**src/rtl/key_debounce_array.sv**
```systemverilog
// Per-key debouncer with press/release/long-press pulses, auto-repeat and a shared any-press strobe.
// Each channel is a two-flop synchronizer feeding an independent 4-state FSM.
`timescale 1ns/1ps

module key_debounce_array #(
    parameter int N_KEYS          = 4,
    parameter int DEBOUNCE_CYCLES = 2_000_000,
    parameter int LONG_CYCLES     = 50_000_000,
    parameter int REPEAT_CYCLES   = 0,
    parameter int ACTIVE_LOW      = 0
) (
    input  logic              clk,
    input  logic              rst_n,
    input  logic [N_KEYS-1:0] key_in,
    output logic [N_KEYS-1:0] key_flag,
    output logic [N_KEYS-1:0] key_release,
    output logic [N_KEYS-1:0] key_long,
    output logic [N_KEYS-1:0] key_state,
    output logic              key_any
);

    localparam int DEB_W   = $clog2(DEBOUNCE_CYCLES + 1);
    localparam int HOLD_W  = $clog2(LONG_CYCLES + 1);
    localparam int REP_MAX = (REPEAT_CYCLES > 0) ? REPEAT_CYCLES : 1;
    localparam int REP_W   = $clog2(REP_MAX + 1);

    localparam logic [N_KEYS-1:0] IDLE_LVL  = (ACTIVE_LOW != 0) ? '1 : '0;
    localparam logic [DEB_W-1:0]  DEB_MAX   = DEB_W'(DEBOUNCE_CYCLES);
    localparam logic [HOLD_W-1:0] HOLD_MAX  = HOLD_W'(LONG_CYCLES);
    localparam logic [REP_W-1:0]  REP_LAST  = REP_W'(REP_MAX - 1);

    typedef enum logic [1:0] {
        IDLE         = 2'd0,
        PRESS_WAIT   = 2'd1,
        PRESSED      = 2'd2,
        RELEASE_WAIT = 2'd3
    } state_t;

    logic [N_KEYS-1:0] sync_p0;
    logic [N_KEYS-1:0] sync_p1;
    logic [N_KEYS-1:0] s_lvl;

    // Stage p0/p1: two-flop synchronizer, resetting to the released level
    always_ff @(posedge clk or negedge rst_n) begin
        if (!rst_n) begin
            sync_p0 <= IDLE_LVL;
            sync_p1 <= IDLE_LVL;
        end else begin
            sync_p0 <= key_in;
            sync_p1 <= sync_p0;
        end
    end

    // XOR with the idle level yields an active-high pressed indication
    assign s_lvl = sync_p1 ^ IDLE_LVL;

    genvar g;
    generate
        for (g = 0; g < N_KEYS; g++) begin : g_ch
            state_t             state;
            logic [DEB_W-1:0]   deb_cnt;
            logic [HOLD_W-1:0]  hold_cnt;
            logic [REP_W-1:0]   rep_cnt;
            logic [HOLD_W-1:0]  hold_nxt;
            logic [REP_W-1:0]   rep_nxt;
            logic               long_hit;
            logic               flag_r;
            logic               rel_r;
            logic               long_r;
            logic               lvl_r;
            logic               s;

            assign s = s_lvl[g];

            // Hold counter saturates at the long threshold; repeat phase runs from there
            always_comb begin
                hold_nxt = hold_cnt;
                rep_nxt  = rep_cnt;
                long_hit = 1'b0;
                if (hold_cnt != HOLD_MAX) begin
                    hold_nxt = hold_cnt + HOLD_W'(1);
                    rep_nxt  = '0;
                    long_hit = (hold_nxt == HOLD_MAX);
                end else if (REPEAT_CYCLES > 0) begin
                    if (rep_cnt == REP_LAST) begin
                        rep_nxt  = '0;
                        long_hit = 1'b1;
                    end else begin
                        rep_nxt = rep_cnt + REP_W'(1);
                    end
                end
            end

            // Stage p2: per-channel FSM with registered pulses
            always_ff @(posedge clk or negedge rst_n) begin
                if (!rst_n) begin
                    state    <= IDLE;
                    deb_cnt  <= '0;
                    hold_cnt <= '0;
                    rep_cnt  <= '0;
                    flag_r   <= 1'b0;
                    rel_r    <= 1'b0;
                    long_r   <= 1'b0;
                    lvl_r    <= 1'b0;
                end else begin
                    flag_r <= 1'b0;
                    rel_r  <= 1'b0;
                    long_r <= 1'b0;
                    case (state)
                        IDLE: begin
                            if (s) begin
                                state   <= PRESS_WAIT;
                                deb_cnt <= DEB_W'(1);
                            end
                        end
                        PRESS_WAIT: begin
                            if (deb_cnt == DEB_MAX) begin
                                state    <= PRESSED;
                                deb_cnt  <= '0;
                                hold_cnt <= '0;
                                rep_cnt  <= '0;
                                flag_r   <= 1'b1;
                                lvl_r    <= 1'b1;
                            end else if (s) begin
                                deb_cnt <= deb_cnt + DEB_W'(1);
                            end else begin
                                state   <= IDLE;
                                deb_cnt <= '0;
                            end
                        end
                        PRESSED: begin
                            hold_cnt <= hold_nxt;
                            rep_cnt  <= rep_nxt;
                            long_r   <= long_hit;
                            if (!s) begin
                                state   <= RELEASE_WAIT;
                                deb_cnt <= DEB_W'(1);
                            end
                        end
                        RELEASE_WAIT: begin
                            if (deb_cnt == DEB_MAX) begin
                                state   <= IDLE;
                                deb_cnt <= '0;
                                rel_r   <= 1'b1;
                                lvl_r   <= 1'b0;
                            end else begin
                                // Hold time keeps running through a release glitch
                                hold_cnt <= hold_nxt;
                                rep_cnt  <= rep_nxt;
                                long_r   <= long_hit;
                                if (s) begin
                                    state   <= PRESSED;
                                    deb_cnt <= '0;
                                end else begin
                                    deb_cnt <= deb_cnt + DEB_W'(1);
                                end
                            end
                        end
                        default: begin
                            state   <= IDLE;
                            deb_cnt <= '0;
                        end
                    endcase
                end
            end

            assign key_flag[g]    = flag_r;
            assign key_release[g] = rel_r;
            assign key_long[g]    = long_r;
            assign key_state[g]   = lvl_r;
        end
    endgenerate

    // Stage p3: any-press strobe trails the per-key flags by one cycle
    always_ff @(posedge clk or negedge rst_n) begin
        if (!rst_n) begin
            key_any <= 1'b0;
        end else begin
            key_any <= |key_flag;
        end
    end

endmodule
```
**config.mk**
```make
export PLATFORM = sky130hd
export DESIGN_NAME = key_debounce_array
export DESIGN_NICKNAME = d
export VERILOG_FILES = /design/src/rtl/key_debounce_array.sv
export SDC_FILE = /design/constraint.sdc
export NUM_CORES = 1
export LEC_CHECK = 0
export CORE_ASPECT_RATIO = 1.1
export CORE_MARGIN = 4
export CORE_UTILIZATION = 46
export DETAILED_ROUTE_END_ITERATION = 10
export SLEW_MARGIN = 20
export SYNTH_ARGS = -nofsm -noshare
export SYNTH_HDL_FRONTEND = slang
export SYNTH_SLANG_ARGS = --single-unit
```
**constraint.sdc**
```tcl
create_clock -name clk -period 6.8 [get_ports clk]
set_clock_uncertainty 0.2 [all_clocks]
set_input_delay 1.02 -clock clk [delete_from_list [all_inputs] [get_ports clk]]
set_output_delay 1.02 -clock clk [all_outputs]
set_load 0.1 [all_outputs]
```
=== After elaboration in Yosys (flattened, before gate mapping) ===
Cells that the tools add are included.

* Reduce and logical (&&, ||, !) cells: 29
* Equal/unequal tests: 52
* $add $sub $neg: 8
* Muxes and demuxes: 108

{| class="wikitable"
|+ Operators by type and width
! operator !! count
|-
| 21-bit two-way mux || 24
|-
| 21-bit one-hot mux with 4 select lines || 4
|-
| 26-bit two-way mux || 12
|-
| 26-bit one-hot mux with 3 select lines || 4
|-
| 26-bit by 1-bit adder with 26-bit output, second input constant || 4
|-
| 26-bit equality test, second input constant || 4
|-
| 26-bit inequality test, second input constant || 4
|-
| 21-bit by 1-bit adder with 21-bit output, second input constant || 4
|-
| 21-bit equality test, second input constant || 4
|-
| 2-bit two-way mux || 24
|-
| 2-bit inequality test, second input constant || 20
|-
| 2-bit one-hot mux with 4 select lines || 4
|-
| 1-bit two-way mux || 28
|-
| 3-bit inequality test, second input constant || 8
|-
| 3-bit AND reduction || 8
|-
| 2-bit equality test, second input constant || 8
|-
| 1-bit one-hot mux with 2 select lines || 8
|-
| 4-bit AND reduction || 4
|-
| 3-bit nonzero test || 4
|-
| 2-bit by 1-bit equality test with 1-bit output, second input constant || 4
|-
| 2-bit zero test || 4
|-
| 2-bit AND reduction || 4
|-
| 2-bit nonzero test || 4
|-
| 4-bit OR reduction || 1
|}

* Logic and storage cells: 228
* Flip-flop bits (word level): 221
* Output and inout bits: 17
* Input bits: 6

=== Depth between registers and ports, before layout ===
* Depth after elaboration: 5
* Gate-level depth with buffers: 10

=== Worst setup path before layout ===
Ideal clock, no wire load.

* Kind: flip-flop to flip-flop
* Start: register g_ch[0].deb_cnt[0]
* End: register g_ch[0].hold_cnt[17]
* Clock period less this slack: 2.632 ns
* Library setup time: 0.128 ns
* Path buffers: 2
* Stages on the path, launching flop included: 11
* Arrival: 2.304 ns
* Setup slack: 4.168 ns
* Path through: dfrtp_1 -> inv_1 -> ha_1 -> or4b_1 -> nor4_4 -> a21o_1 -> buf_2 -> nor2_1 -> clkbuf_1 -> a31oi_1 -> a21oi_1

* Cells in the longest elaborated chain, start to end: 3

{| class="wikitable"
|+ RTL lines
! item !! RTL line !! RTL
|-
| start: declaration || 61 || <nowiki>logic [DEB_W-1:0] deb_cnt;</nowiki>
|-
| start signal: assignment || 125 || <nowiki>deb_cnt <= deb_cnt + DEB_W'(1);</nowiki>
|-
| start signal: assignment || 155 || <nowiki>deb_cnt <= deb_cnt + DEB_W'(1);</nowiki>
|-
| 21-bit equality test (*) || 117, 141 ||
|-
| 2-bit inequality test (no line) || - ||
|-
| 3-bit AND reduction (no line) (*) || - ||
|-
| end signal: assignment || 132 || <nowiki>hold_cnt <= hold_nxt;</nowiki>
|-
| end signal: assignment || 148 || <nowiki>hold_cnt <= hold_nxt;</nowiki>
|-
| end: declaration || 62 || <nowiki>logic [HOLD_W-1:0] hold_cnt;</nowiki>
|}

Mark *: on every way between the ends. The rest lies on a longest branch, timed or not.
A chain may end at the register's enable or synchronous reset.

=== Final worst setup path ===
* Start: register g_ch[3].flag_r
* End: output key_flag[3]

{| class="wikitable"
|+ RTL lines
! item !! RTL line !! RTL
|-
| start: declaration || 67 || <nowiki>logic flag_r;</nowiki>
|-
| start signal: assignment || 101 || <nowiki>flag_r <= 1'b0;</nowiki>
|-
| start signal: assignment || 106 || <nowiki>flag_r <= 1'b0;</nowiki>
|-
| start signal: assignment || 122 || <nowiki>flag_r <= 1'b1;</nowiki>
|-
| end: declaration || 15 || <nowiki>output logic [N_KEYS-1:0] key_flag,</nowiki>
|}

No word-level cell between the ends.

==> impl_results.md <==
- Placement-stage cell area: 0.0138 mm2
- Total number of yosys warnings: 0
- Critical Path Max Stage Delay: 1.16 ns
- Initial drt markers: 776
- Slowest cell on crit path: clkdlybuf4s50_1
- Nets: 1,566
- Switch share: 0.226
- Latest clock arrival within the worst-skew pair: 0.52 ns
- Hold path depth: 0
- WP buf/inv: 1
- ANT cells: 0
- Switch Pwr: 0.644 mW
- Hold_sp: sync_p0[2]
- Number of global-route vias before repair: 11,100
- Worst setup SP type: register
- Root Driver: clkbuf_16
- Final Hold Vio Count: 0
- Postcts setup bufs: 0
- Antenna-violating nets left: 0
- Crit. End Element: output pin
- Synth Flop Type: dfrtp_1
- Max Slew Vio Count: 0
- Die H: 188 um
- Internal power: 2.21 mW
- Max cap viols: 0
- Cell Chain, Critical Path: clkdlybuf4s50_1
- Sequential element share of the synthesized area: 0.410
- Pwr/cell area: 194 mW/mm2
- Reg power frac: 0.471
- Tcrit/Tclk final: 0.489
- Post-Syn Instances: 1,593
- Path depth of the worst reg2reg path: 9
- Worst Max-Slew Pin Slew: 0.978 ns
- Final setup vio count: 0
- Share of layout cells above drive strength 1: 0.0596
- Antenna violations before repair: 0
- Hold WC Path Type: reg2reg
- Yosys reg bits: 221
- Area Overhead vs Synth: 8.62%
- Leakage power: 5.88 nW
- Cts hold-fix bufs: 0
- Gate power share: 0.030
- Pre-antenna DRT Iters: 5
- Chip width: 171 um
- CTS clk-pin slew, worst paths: 0.06 ns
- Clock Path Buffers: 3
- Post-route cell area: 0.0147 mm2
- # rows: 65
- Arrival @ worst endpoint: 2.10 ns
- Clock tree from TritonCTS: built
- Mapped Area: 0.0135 mm2
- Gpl congestion: 0.895
- Tmin final: 3.32 ns
- Worst path depth: 1
- Commonest non-fill, non-tap cells in the layout: 221 x dfrtp_1, 193 x o21ai_0, 152 x nand2_1
- Status: complete, no violations
- Clock Power Share: 0.499
- RSZ-0062 raised after global routing: no
- CP Class: reg2out
- Die area: 0.0321 mm2
- DRC Markers: 0
- Crit. Startpoint: g_ch[3].flag_r
- Placeable Area: 0.0288 mm2
- Worst-path fanout max: 2
- Starting Density: 0.469
- Sum Neg Setup Slack: 0 ns
- TritonCTS buffer count: 27
- H-tree depth: 1
- Post-DP HPWL: 21.2 mm
- Post-cts sizing count: 0
- Vias: 11,600
- Vias per inst: 6.01
- Syn_area_per_cell: 8.47 um2
- Fmax: 301 MHz
- Final wirelength: 31.9 mm
- CP top delay family: buffers and inverters
- Post-synth ARST share: 1.00
- PortBufs: 22
- Headroom to the max-slew limit: 0.346
- Tot GR Track Use: 0.199
- WP data required: 5.58 ns
- Number of clock sinks: 221
- Yosys cell types: 76
- Syn_nets: 1,619
- First-pass GRT wire length: 55.7 mm
- Post-synth EDFFs: 0
- Top-level I/O count: 23
- Largest net degree at the start of global routing: 103
- Avg WL per Cell: 16.5 um
- Commonest non-fill, non-tap cell in the layout: dfrtp_1
- Grt ovf: 0
- Critical R2R Launch: g_ch[0].hold_cnt[0]
- IR drop worst, VDD: 0.000172 V
==> worst reg2reg max path, cell delays in order, from the launching register on <==
cell	delay [ns]
dfrtp_1	0.47
inv_1	0.09
ha_1	0.14
nor4bb_1	0.28
nand4_1	0.18
nor4_2	0.70
nor2_1	0.39
buf_4	0.32
a41oi_1	0.22
a31oi_1	0.06
==> Yosys cell counts (35+ instances only) <==
cell type,count,share of area
nand2_1,152,0.042
nand3_1,99,0.037
a21oi_1,54,0.020
dfrtp_1,221,0.41
and3_1,45,0.021
nor3_1,57,0.021
clkbuf_1,80,0.022
o31ai_1,38,0.021
inv_1,50,0.014
o21ai_0,193,0.072
nand4_1,47,0.022
nor4_1,35,0.016
nor2_1,98,0.027
==> metal layers <==
metal  wire [um]  track usage  up-vias
met5           0            0        -
met4         480       0.0396        0
met3        1240       0.0251       37
met2       15000        0.320      221
met1       15100        0.291     5612
li1            -            -     5722
==> power by group through the flow <==
stage | Combinational (mW) | Clock, mW | Sequential, mW
final | 0.0866 | 1.42 | 1.34
after global routing | 0.103 | 1.53 | 1.34
after CTS | 0.0899 | 1.47 | 1.34
after global placement | 0.0883 | 0 | 1.36
after floorplan | 0.0466 | 0 | 1.36
after detailed placement | 0.0891 | 0 | 1.36
==> sequential cells by signal, indices dropped and copies added, names as in the netlist <==
signal,count
g_ch.rel_r,4
sync_p0,4
g_ch.flag_r,4
g_ch.hold_cnt,104
g_ch.state,8
s_lvl,4
key_any,1
g_ch.long_r,4
g_ch.deb_cnt,84
g_ch.lvl_r,4
==> cell type report <==
class                      count  area [um2]
timing repair buffer          37         338
clock buffer                  38         797
fill                        2747       14100
sequential                   221        5530
clock inverter                11        96.3
multi-input combinational   1203        7240
tap                          368         460
inverter                      50         188
==> worst paths after layout <==
check                                       end  slack, ns
setup / recovery                    key_flag[3]       3.48
min in group asynchronous   g_ch[1].hold_cnt[8]       0.29
hold / removal                         s_lvl[2]       0.15
hold reg to reg                        s_lvl[2]       0.15
setup reg to reg           g_ch[0].hold_cnt[24]       3.63
max in group asynchronous  g_ch[3].hold_cnt[21]       4.75
==> kinds of logic (layout without fill, tap and decap cells) <==
logic type,after synthesis,count (layout),share of synthesized area
AO/OA/AOI/OAI,416,416,0.189
XOR/XNOR,51,51,0.0331
AND/OR/NAND/NOR,694,694,0.278
multiplexers,22,22,0.0164
adder cells (fa/ha/maj),20,20,0.0185
flip-flops,221,221,0.410
buffers and inverters,169,136,0.0550
==> metrics by stage <==
stage / cells / power, mW / setup slack (ns) / hold WS (ns) / utilization
5_1_grt: 1928 / 2.97 / 3.33 / 0.156 / 0.509
3_3_place_gp: 1879 / 1.45 / 3.73 / 0.134 / 0.478
6_report: 1928 / 2.85 / 3.48 / 0.148 / 0.509
2_1_floorplan: 1593 / 1.41 / 4.17 / 0.131 / -
4_1_cts: 1928 / 2.90 / 3.44 / 0.149 / 0.509
3_5_place_dp: 1879 / 1.45 / 3.71 / 0.136 / 0.478
(Power assumes the default switching activity.)
